<file path="src/rtl/serv_rf_dbg_arb_if.sv">
// Bundle of the core RF port, the 32-bit debug port and the RF RAM port
// around serv_rf_dbg_arb. slave = arbiter view, master = surrounding system.
interface serv_rf_dbg_arb_if #(
    parameter int WITH_CSR = 1,
    parameter int DW       = 2
);
    localparam int N  = 32 / DW;
    localparam int RW = 5 + WITH_CSR;
    localparam int AW = RW + $clog2(N);

    logic          core_req;
    logic          core_gnt;
    logic [AW-1:0] core_waddr;
    logic [DW-1:0] core_wdata;
    logic          core_wen;
    logic [AW-1:0] core_raddr;
    logic          core_ren;
    logic [DW-1:0] core_rdata;

    logic          dbg_req;
    logic          dbg_we;
    logic [RW-1:0] dbg_reg;
    logic [31:0]   dbg_wdata;
    logic          dbg_busy;
    logic          dbg_ack;
    logic [31:0]   dbg_rdata;

    logic [AW-1:0] ram_waddr;
    logic [DW-1:0] ram_wdata;
    logic          ram_wen;
    logic [AW-1:0] ram_raddr;
    logic          ram_ren;
    logic [DW-1:0] ram_rdata;

    modport slave (
        input  core_req, core_waddr, core_wdata, core_wen, core_raddr, core_ren,
        output core_gnt, core_rdata,
        input  dbg_req, dbg_we, dbg_reg, dbg_wdata,
        output dbg_busy, dbg_ack, dbg_rdata,
        output ram_waddr, ram_wdata, ram_wen, ram_raddr, ram_ren,
        input  ram_rdata
    );

    modport master (
        output core_req, core_waddr, core_wdata, core_wen, core_raddr, core_ren,
        input  core_gnt, core_rdata,
        output dbg_req, dbg_we, dbg_reg, dbg_wdata,
        input  dbg_busy, dbg_ack, dbg_rdata,
        input  ram_waddr, ram_wdata, ram_wen, ram_raddr, ram_ren,
        output ram_rdata
    );
endinterface

</file>
<file path="src/rtl/serv_rf_dbg_arb.sv">
// Shares the SERV RF RAM between the core and a debug port; a buffered debug
// access is split into 32/DW word accesses whenever the core does not hold the RAM.
module serv_rf_dbg_arb #(
    parameter int WITH_CSR = 1,
    parameter int DW       = 2
) (
    input logic              clk,
    input logic              rst,
    serv_rf_dbg_arb_if.slave bus
);
    localparam int N  = 32 / DW;
    localparam int LN = $clog2(N);
    localparam int CW = (LN > 0) ? LN : 1;
    localparam int RW = 5 + WITH_CSR;
    localparam int AW = RW + LN;

    localparam logic [2:0] IDLE = 3'd0;
    localparam logic [2:0] CORE = 3'd1;
    localparam logic [2:0] DWR  = 3'd2;
    localparam logic [2:0] DRD  = 3'd3;
    localparam logic [2:0] DACK = 3'd4;

    localparam logic [CW-1:0] CNT_LAST = CW'(N - 1);

    logic [2:0]    state, nxt;
    logic          busy, pend_we, drain, cap;
    logic [RW-1:0] pend_reg;
    logic [31:0]   pend_wdata, rdata;
    logic [CW-1:0] cnt;

    logic          accept, go, go_we, cnt_end, tgt_ok, rd_issue;
    logic [AW-1:0] dbg_addr;
    logic [DW-1:0] rd_word;
    logic [31:0]   rd_shift;

    assign accept   = bus.dbg_req && !busy;
    assign go       = busy || accept;
    assign go_we    = busy ? pend_we : bus.dbg_we;
    assign cnt_end  = (cnt == CNT_LAST);
    // x0 and the unused CSR slots must never be touched from the debug side
    assign tgt_ok   = (pend_reg != '0) && ((WITH_CSR == 0) || (32'(pend_reg) < 32'd36));
    assign rd_issue = (state == DRD) && !drain;
    assign rd_word  = tgt_ok ? bus.ram_rdata : '0;

    generate
        if (LN == 0) begin : g_one_word
            assign dbg_addr = pend_reg;
            assign rd_shift = rd_word;
        end else begin : g_multi_word
            assign dbg_addr = {pend_reg, cnt};
            assign rd_shift = {rd_word, rdata[31:DW]};
        end
    endgenerate

    always_comb begin
        nxt = state;
        case (state)
            IDLE:    if (bus.core_req) nxt = CORE;
                     else if (go)      nxt = go_we ? DWR : DRD;
            CORE:    if (!bus.core_req) nxt = go ? (go_we ? DWR : DRD) : IDLE;
            DWR:     if (cnt_end) nxt = DACK;
            DRD:     if (drain)   nxt = DACK;
            DACK:    nxt = bus.core_req ? CORE : IDLE;
            default: nxt = IDLE;
        endcase
    end

    always_comb begin
        bus.ram_waddr = dbg_addr;
        bus.ram_raddr = dbg_addr;
        bus.ram_wdata = pend_wdata[int'(cnt) * DW +: DW];
        bus.ram_wen   = 1'b0;
        bus.ram_ren   = 1'b0;
        case (state)
            CORE: begin
                bus.ram_waddr = bus.core_waddr;
                bus.ram_raddr = bus.core_raddr;
                bus.ram_wdata = bus.core_wdata;
                bus.ram_wen   = bus.core_wen;
                bus.ram_ren   = bus.core_ren;
            end
            DWR:     bus.ram_wen = tgt_ok;
            DRD:     bus.ram_ren = rd_issue && tgt_ok;
            default: ;
        endcase
    end

    always_ff @(posedge clk or posedge rst) begin
        if (rst) begin
            state      <= IDLE;
            busy       <= 1'b0;
            pend_we    <= 1'b0;
            pend_reg   <= '0;
            pend_wdata <= '0;
            cnt        <= '0;
            drain      <= 1'b0;
            cap        <= 1'b0;
            rdata      <= '0;
        end else begin
            state <= nxt;
            cap   <= rd_issue;
            // one extra DRD cycle so the last word's read data can be captured
            drain <= rd_issue && cnt_end;
            if (accept) begin
                busy       <= 1'b1;
                pend_we    <= bus.dbg_we;
                pend_reg   <= bus.dbg_reg;
                pend_wdata <= bus.dbg_wdata;
            end else if (state == DACK) begin
                busy <= 1'b0;
            end
            if (state == DWR || rd_issue)
                cnt <= cnt_end ? '0 : cnt + 1'b1;
            if (cap)
                rdata <= rd_shift;
        end
    end

    assign bus.core_gnt   = (state == CORE);
    assign bus.core_rdata = bus.ram_rdata;
    assign bus.dbg_busy   = busy;
    assign bus.dbg_ack    = (state == DACK);
    assign bus.dbg_rdata  = rdata;
endmodule

</file>
<file path="src/flat_wrapper.sv">
// flat-port wrapper written by rule: the top's interface ports become plain ports
module serv_rf_dbg_arb_flat 
#(
    parameter int WITH_CSR = 1,
    parameter int DW       = 2
)
  (clk, rst, bus_core_req, bus_core_waddr, bus_core_wdata, bus_core_wen, bus_core_raddr, bus_core_ren, bus_core_gnt, bus_core_rdata, bus_dbg_req, bus_dbg_we, bus_dbg_reg, bus_dbg_wdata, bus_dbg_busy, bus_dbg_ack, bus_dbg_rdata, bus_ram_waddr, bus_ram_wdata, bus_ram_wen, bus_ram_raddr, bus_ram_ren, bus_ram_rdata);
  serv_rf_dbg_arb_if #(.WITH_CSR(WITH_CSR), .DW(DW)) bus_i ();
  input logic clk;
  input logic rst;
  input wire logic [$bits(bus_i.core_req)-1:0] bus_core_req;
  input wire logic [$bits(bus_i.core_waddr)-1:0] bus_core_waddr;
  input wire logic [$bits(bus_i.core_wdata)-1:0] bus_core_wdata;
  input wire logic [$bits(bus_i.core_wen)-1:0] bus_core_wen;
  input wire logic [$bits(bus_i.core_raddr)-1:0] bus_core_raddr;
  input wire logic [$bits(bus_i.core_ren)-1:0] bus_core_ren;
  output wire logic [$bits(bus_i.core_gnt)-1:0] bus_core_gnt;
  output wire logic [$bits(bus_i.core_rdata)-1:0] bus_core_rdata;
  input wire logic [$bits(bus_i.dbg_req)-1:0] bus_dbg_req;
  input wire logic [$bits(bus_i.dbg_we)-1:0] bus_dbg_we;
  input wire logic [$bits(bus_i.dbg_reg)-1:0] bus_dbg_reg;
  input wire logic [$bits(bus_i.dbg_wdata)-1:0] bus_dbg_wdata;
  output wire logic [$bits(bus_i.dbg_busy)-1:0] bus_dbg_busy;
  output wire logic [$bits(bus_i.dbg_ack)-1:0] bus_dbg_ack;
  output wire logic [$bits(bus_i.dbg_rdata)-1:0] bus_dbg_rdata;
  output wire logic [$bits(bus_i.ram_waddr)-1:0] bus_ram_waddr;
  output wire logic [$bits(bus_i.ram_wdata)-1:0] bus_ram_wdata;
  output wire logic [$bits(bus_i.ram_wen)-1:0] bus_ram_wen;
  output wire logic [$bits(bus_i.ram_raddr)-1:0] bus_ram_raddr;
  output wire logic [$bits(bus_i.ram_ren)-1:0] bus_ram_ren;
  input wire logic [$bits(bus_i.ram_rdata)-1:0] bus_ram_rdata;
  assign bus_i.core_req = bus_core_req;
  assign bus_i.core_waddr = bus_core_waddr;
  assign bus_i.core_wdata = bus_core_wdata;
  assign bus_i.core_wen = bus_core_wen;
  assign bus_i.core_raddr = bus_core_raddr;
  assign bus_i.core_ren = bus_core_ren;
  assign bus_core_gnt = bus_i.core_gnt;
  assign bus_core_rdata = bus_i.core_rdata;
  assign bus_i.dbg_req = bus_dbg_req;
  assign bus_i.dbg_we = bus_dbg_we;
  assign bus_i.dbg_reg = bus_dbg_reg;
  assign bus_i.dbg_wdata = bus_dbg_wdata;
  assign bus_dbg_busy = bus_i.dbg_busy;
  assign bus_dbg_ack = bus_i.dbg_ack;
  assign bus_dbg_rdata = bus_i.dbg_rdata;
  assign bus_ram_waddr = bus_i.ram_waddr;
  assign bus_ram_wdata = bus_i.ram_wdata;
  assign bus_ram_wen = bus_i.ram_wen;
  assign bus_ram_raddr = bus_i.ram_raddr;
  assign bus_ram_ren = bus_i.ram_ren;
  assign bus_i.ram_rdata = bus_ram_rdata;
  serv_rf_dbg_arb #(.WITH_CSR(WITH_CSR), .DW(DW)) u_core (.clk(clk), .rst(rst), .bus(bus_i));
endmodule
</file>
<file path="config.mk">
export PLATFORM = sky130hd
export DESIGN_NAME = serv_rf_dbg_arb_flat
export DESIGN_NICKNAME = d
export VERILOG_FILES = /design/src/rtl/serv_rf_dbg_arb_if.sv /design/src/rtl/serv_rf_dbg_arb.sv /design/src/flat_wrapper.sv
export SDC_FILE = /design/constraint.sdc
export NUM_CORES = 1
export LEC_CHECK = 0
export BUFFER_PORTS_ARGS = -buffer_cell sky130_fd_sc_hd__buf_2
export CAP_MARGIN = 5
export CORE_ASPECT_RATIO = 0.9
export CORE_MARGIN = 2
export CORE_UTILIZATION = 40
export DETAILED_ROUTE_END_ITERATION = 10
export MAX_ROUTING_LAYER = met4
export PLACE_DENSITY = 0.66
export SETUP_SLACK_MARGIN = 0.2
export SLEW_MARGIN = 30
export SYNTH_ARGS = -nofsm -noshare
export SYNTH_HDL_FRONTEND = slang
export SYNTH_SLANG_ARGS = --single-unit
export TNS_END_PERCENT = 50
</file>
<file path="constraint.sdc">
create_clock -name clk -period 2.4 [get_ports clk]
set_input_delay 0.48 -clock clk [delete_from_list [all_inputs] [get_ports clk]]
set_output_delay 0.48 -clock clk [all_outputs]
set_load 0.05 [all_outputs]
</file>
==> results.json <==
{
  "status": "complete, but fails checks",
  "violations": "negative setup slack",
  "synth_top_family_by_area": "multiplexers",
  "finalHoldViolations": 0,
  "combPwrFrac_pct": 57.9,
  "min_period_over_period_pct": 100.6,
  "slew_violations": 0,
  "setup_ws_ps": -13.99,
  "synth_ff_type": "dfrtp_1",
  "syn2layout_area_growth_pct": 34.84,
  "wl_per_cell_um": 15.01,
  "max_clock_freq_ghz": 0.4143,
  "wirelength_um": 8573,
  "port_buffers": 129,
  "yosys.area_share.simple_pct": 10.35,
  "hold_class": "in -> async",
  "synthXorXnorAreaFrac_pct": 0.2361,
  "track_usage_pct": 18.23,
  "switching_share_pct": 46.84,
  "p_leak_nw": 2.508,
  "syn_area_per_cell_um2": 12.24,
  "peakVddDrop_v": 0.0008763,
  "postSynth.asyncResetShare_pct": 100.0,
  "die_w_um": 105.5,
  "netlist_area_um2": 3710,
  "core.rowCount": 33,
  "synth_compound_area_share_pct": 4.452,
  "yosysSeqAreaShare_pct": 54.64,
  "dp_slack_ps": 261.9,
  "yosysMostFrequentCell": "dfrtp_1",
  "clkSinkCount": 81,
  "finalNonFillerCells": 571,
  "cts_htree_levels": 3,
  "grt_pass1_wl_um": 13850,
  "end_kind": "primary output",
  "critPathLaunchType": "flip-flop",
  "worstPathArrival_ps": 1930,
  "synthAdderAreaFrac_pct": 0.3373,
  "die_area_um2": 10060,
  "layout-drive-gt1-share_pct": 56.57,
  "fp.dieH_um": 95.36,
  "critPathKind": "reg -> out",
  "core_area_um2": 9084,
  "drc": 0,
  "place_inst": 545,
  "yosys-top-cells-area": "dfrtp_1 55%, mux2_2 22%, nand2_1 5.6%",
  "internal_power_mw": 4.326,
  "clkPwrFrac_pct": 12.9,
  "cp.required_ps": 1920,
  "pwr_density_cell_nw_per_um2": 1627,
  "max_cap_violations": 0,
  "grt_max_degree": 51,
  "muxShareOfSynthArea_pct": 26.88,
  "holdBufCountCts": 0,
  "clock_path_buffers": 2,
  "ys.warnings.count": 0,
  "worstSkewPairLatency_ps": 350,
  "drt-vias-per-instance": 4.872,
  "clkSlewWorstSetupHoldPaths_ps": 100,
  "num_vias": 2782,
  "cts_tree": "done",
  "grt-ovfl-total": 0,
  "synth_top_area_share_pct": 54.64,
  "antenna_found_initial": 0,
  "worstMarginPinSlew_ps": 707.2,
  "start_util_pct": 40.84,
  "fin_crit_ps": 2414,
  "nFillCells": 794,
  "syn_inst": 303,
  "synth_common_cells": "81 x dfrtp_1, 71 x mux2_2, 55 x nand2_1",
  "synth_edf_count": 0,
  "antennaDiodeCount": 0,
  "yosysUniqueCellTypes": 36,
  "root_buffer": "clkbuf_8",
  "synth_top_cell_by_area": "dfrtp_1",
  "layout.nets": 514,
  "synth_seq_cells": 81,
  "dp_hpwl_um": 5916,
  "gp_congestion": 0.8341,
  "slew_headroom_pct": 52.75,
  "power_frac_seq_pct": 29.1,
  "antenna_left": 0,
  "drt_iter0_drc": 91,
  "io_pins": 130,
  "crit_fanout": 4,
  "drtPass1Iterations": 4,
  "rsz0062_at_grt": "true",
  "setup_viol": 1,
  "first_global_vias": 2882,
  "finClkSkew_ps": 15.66,
  "switching_power_mw": 3.811,
  "numCtsBuffers": 9,
  "syn_nets": 373
}
[cell usage in the layout (no fill, tap or decap), types with 2 or more instances in the layout]
master      count
o21ai_0         5
a21oi_1         4
clkinv_4        2
nor3_1          3
mux4_2          3
buf_4          16
dfrtp_1        76
nand2b_1        4
clkinvlp_4      2
nand3_1         6
nand2_1        55
mux2_2         71
inv_6           3
o31ai_1         2
buf_12          2
a22o_1          2
mux2i_1        10
nor2b_1         3
nor2b_4         2
nand3b_1        2
clkbuf_8        9
o22ai_1         2
o21ai_1         2
buf_2         105
buf_6          25
dfrtp_2         5
nor2_1          6
inv_1           3
[final timing paths]
check	start	to	slack (ps)	cells after the start
min in group clk	bus_dbg_wdata[5]	u_core.pend_wdata[5]	360	2
worst min register to register	u_core.bus.dbg_rdata[0]	u_core.bus.dbg_rdata[0]	510	1
worst min-delay path	rst	u_core.bus.dbg_rdata[3]	220	2
worst max register to register	u_core.cnt[0]	u_core.state[1]	550	7
worst max-delay path	u_core.cnt[0]	bus_ram_wdata[0]	-10	5
max in group asynchronous	rst	u_core.cnt[0]	1470	3
[metrics by stage]
stage	instance area, µm²	util (%)	power, mW	setup TNS [ps]	hold slack [ps]
floorplan	3714	-	5.455	0	472.0
global placement	4503	49.57	6.315	0	485.8
detailed placement	4503	49.57	6.387	0	494.9
CTS	4926	54.23	8.023	0	230.0
global route	5002	55.07	8.580	-132.1	256.6
finish	5002	55.07	8.137	-13.99	221.7
[layout make-up]
type / count / area, µm² / share of cell area (%)
sequential: 81 / 2033 / 40.65
multi-input combinational: 199 / 1614 / 32.27
timing repair buffer: 148 / 967.2 / 19.33
tap: 122 / 152.6 / 3.052
clock buffer: 9 / 123.9 / 2.476
clock inverter: 7 / 83.83 / 1.676
inverter: 5 / 27.53 / 0.5503
[layer usage]
layer / track usage (%) / share of wire (%) / up-vias
met5: - / 0 / -
met2: 28.92 / 50 / 61
li1: - / - / 1338
met4: 5.811 / 0.90 / 0
met1: 23.46 / 45 / 1377
met3: 4.238 / 4.0 / 6
[worst max-delay path, stage by stage (launching register included)]
cell      delay [ps]
dfrtp_2          410
mux4_2           510
or3_4            340
o221ai_2          70
o21ai_2           90
buf_6            160
[power by group through the flow]
stage                     Clock [mW]  Combinational [mW]  Sequential (mW)
final                           1.05                4.71             2.37
after global routing            1.14                4.99             2.45
after CTS                       1.09                4.58             2.35
after detailed placement           0                4.02             2.37
after global placement             0                3.97             2.35
after floorplan                    0                2.82             2.64
[cell families after synthesis]
| family | count (synthesis) |
|---|---|
| adders and majority gates | 1 |
| buffers and inverters | 23 |
| and+or+nand+nor | 87 |
| DFF | 81 |
| muxes | 85 |
| AOI/OAI and AO/OA | 25 |
| xor gates and xnor gates | 1 |
[timing repair]
| item | 4_1_cts | 5_1_grt |
|---|---|---|
| endpoints found under the setup margin | 25 | 25 |
| pin swaps | 3 | 2 |
| setup buffers | 4 | 6 |
| endpoints found under the hold margin | 0 | 0 |
| gates resized for setup | 61 | 7 |
(Power assumes the default switching activity.)
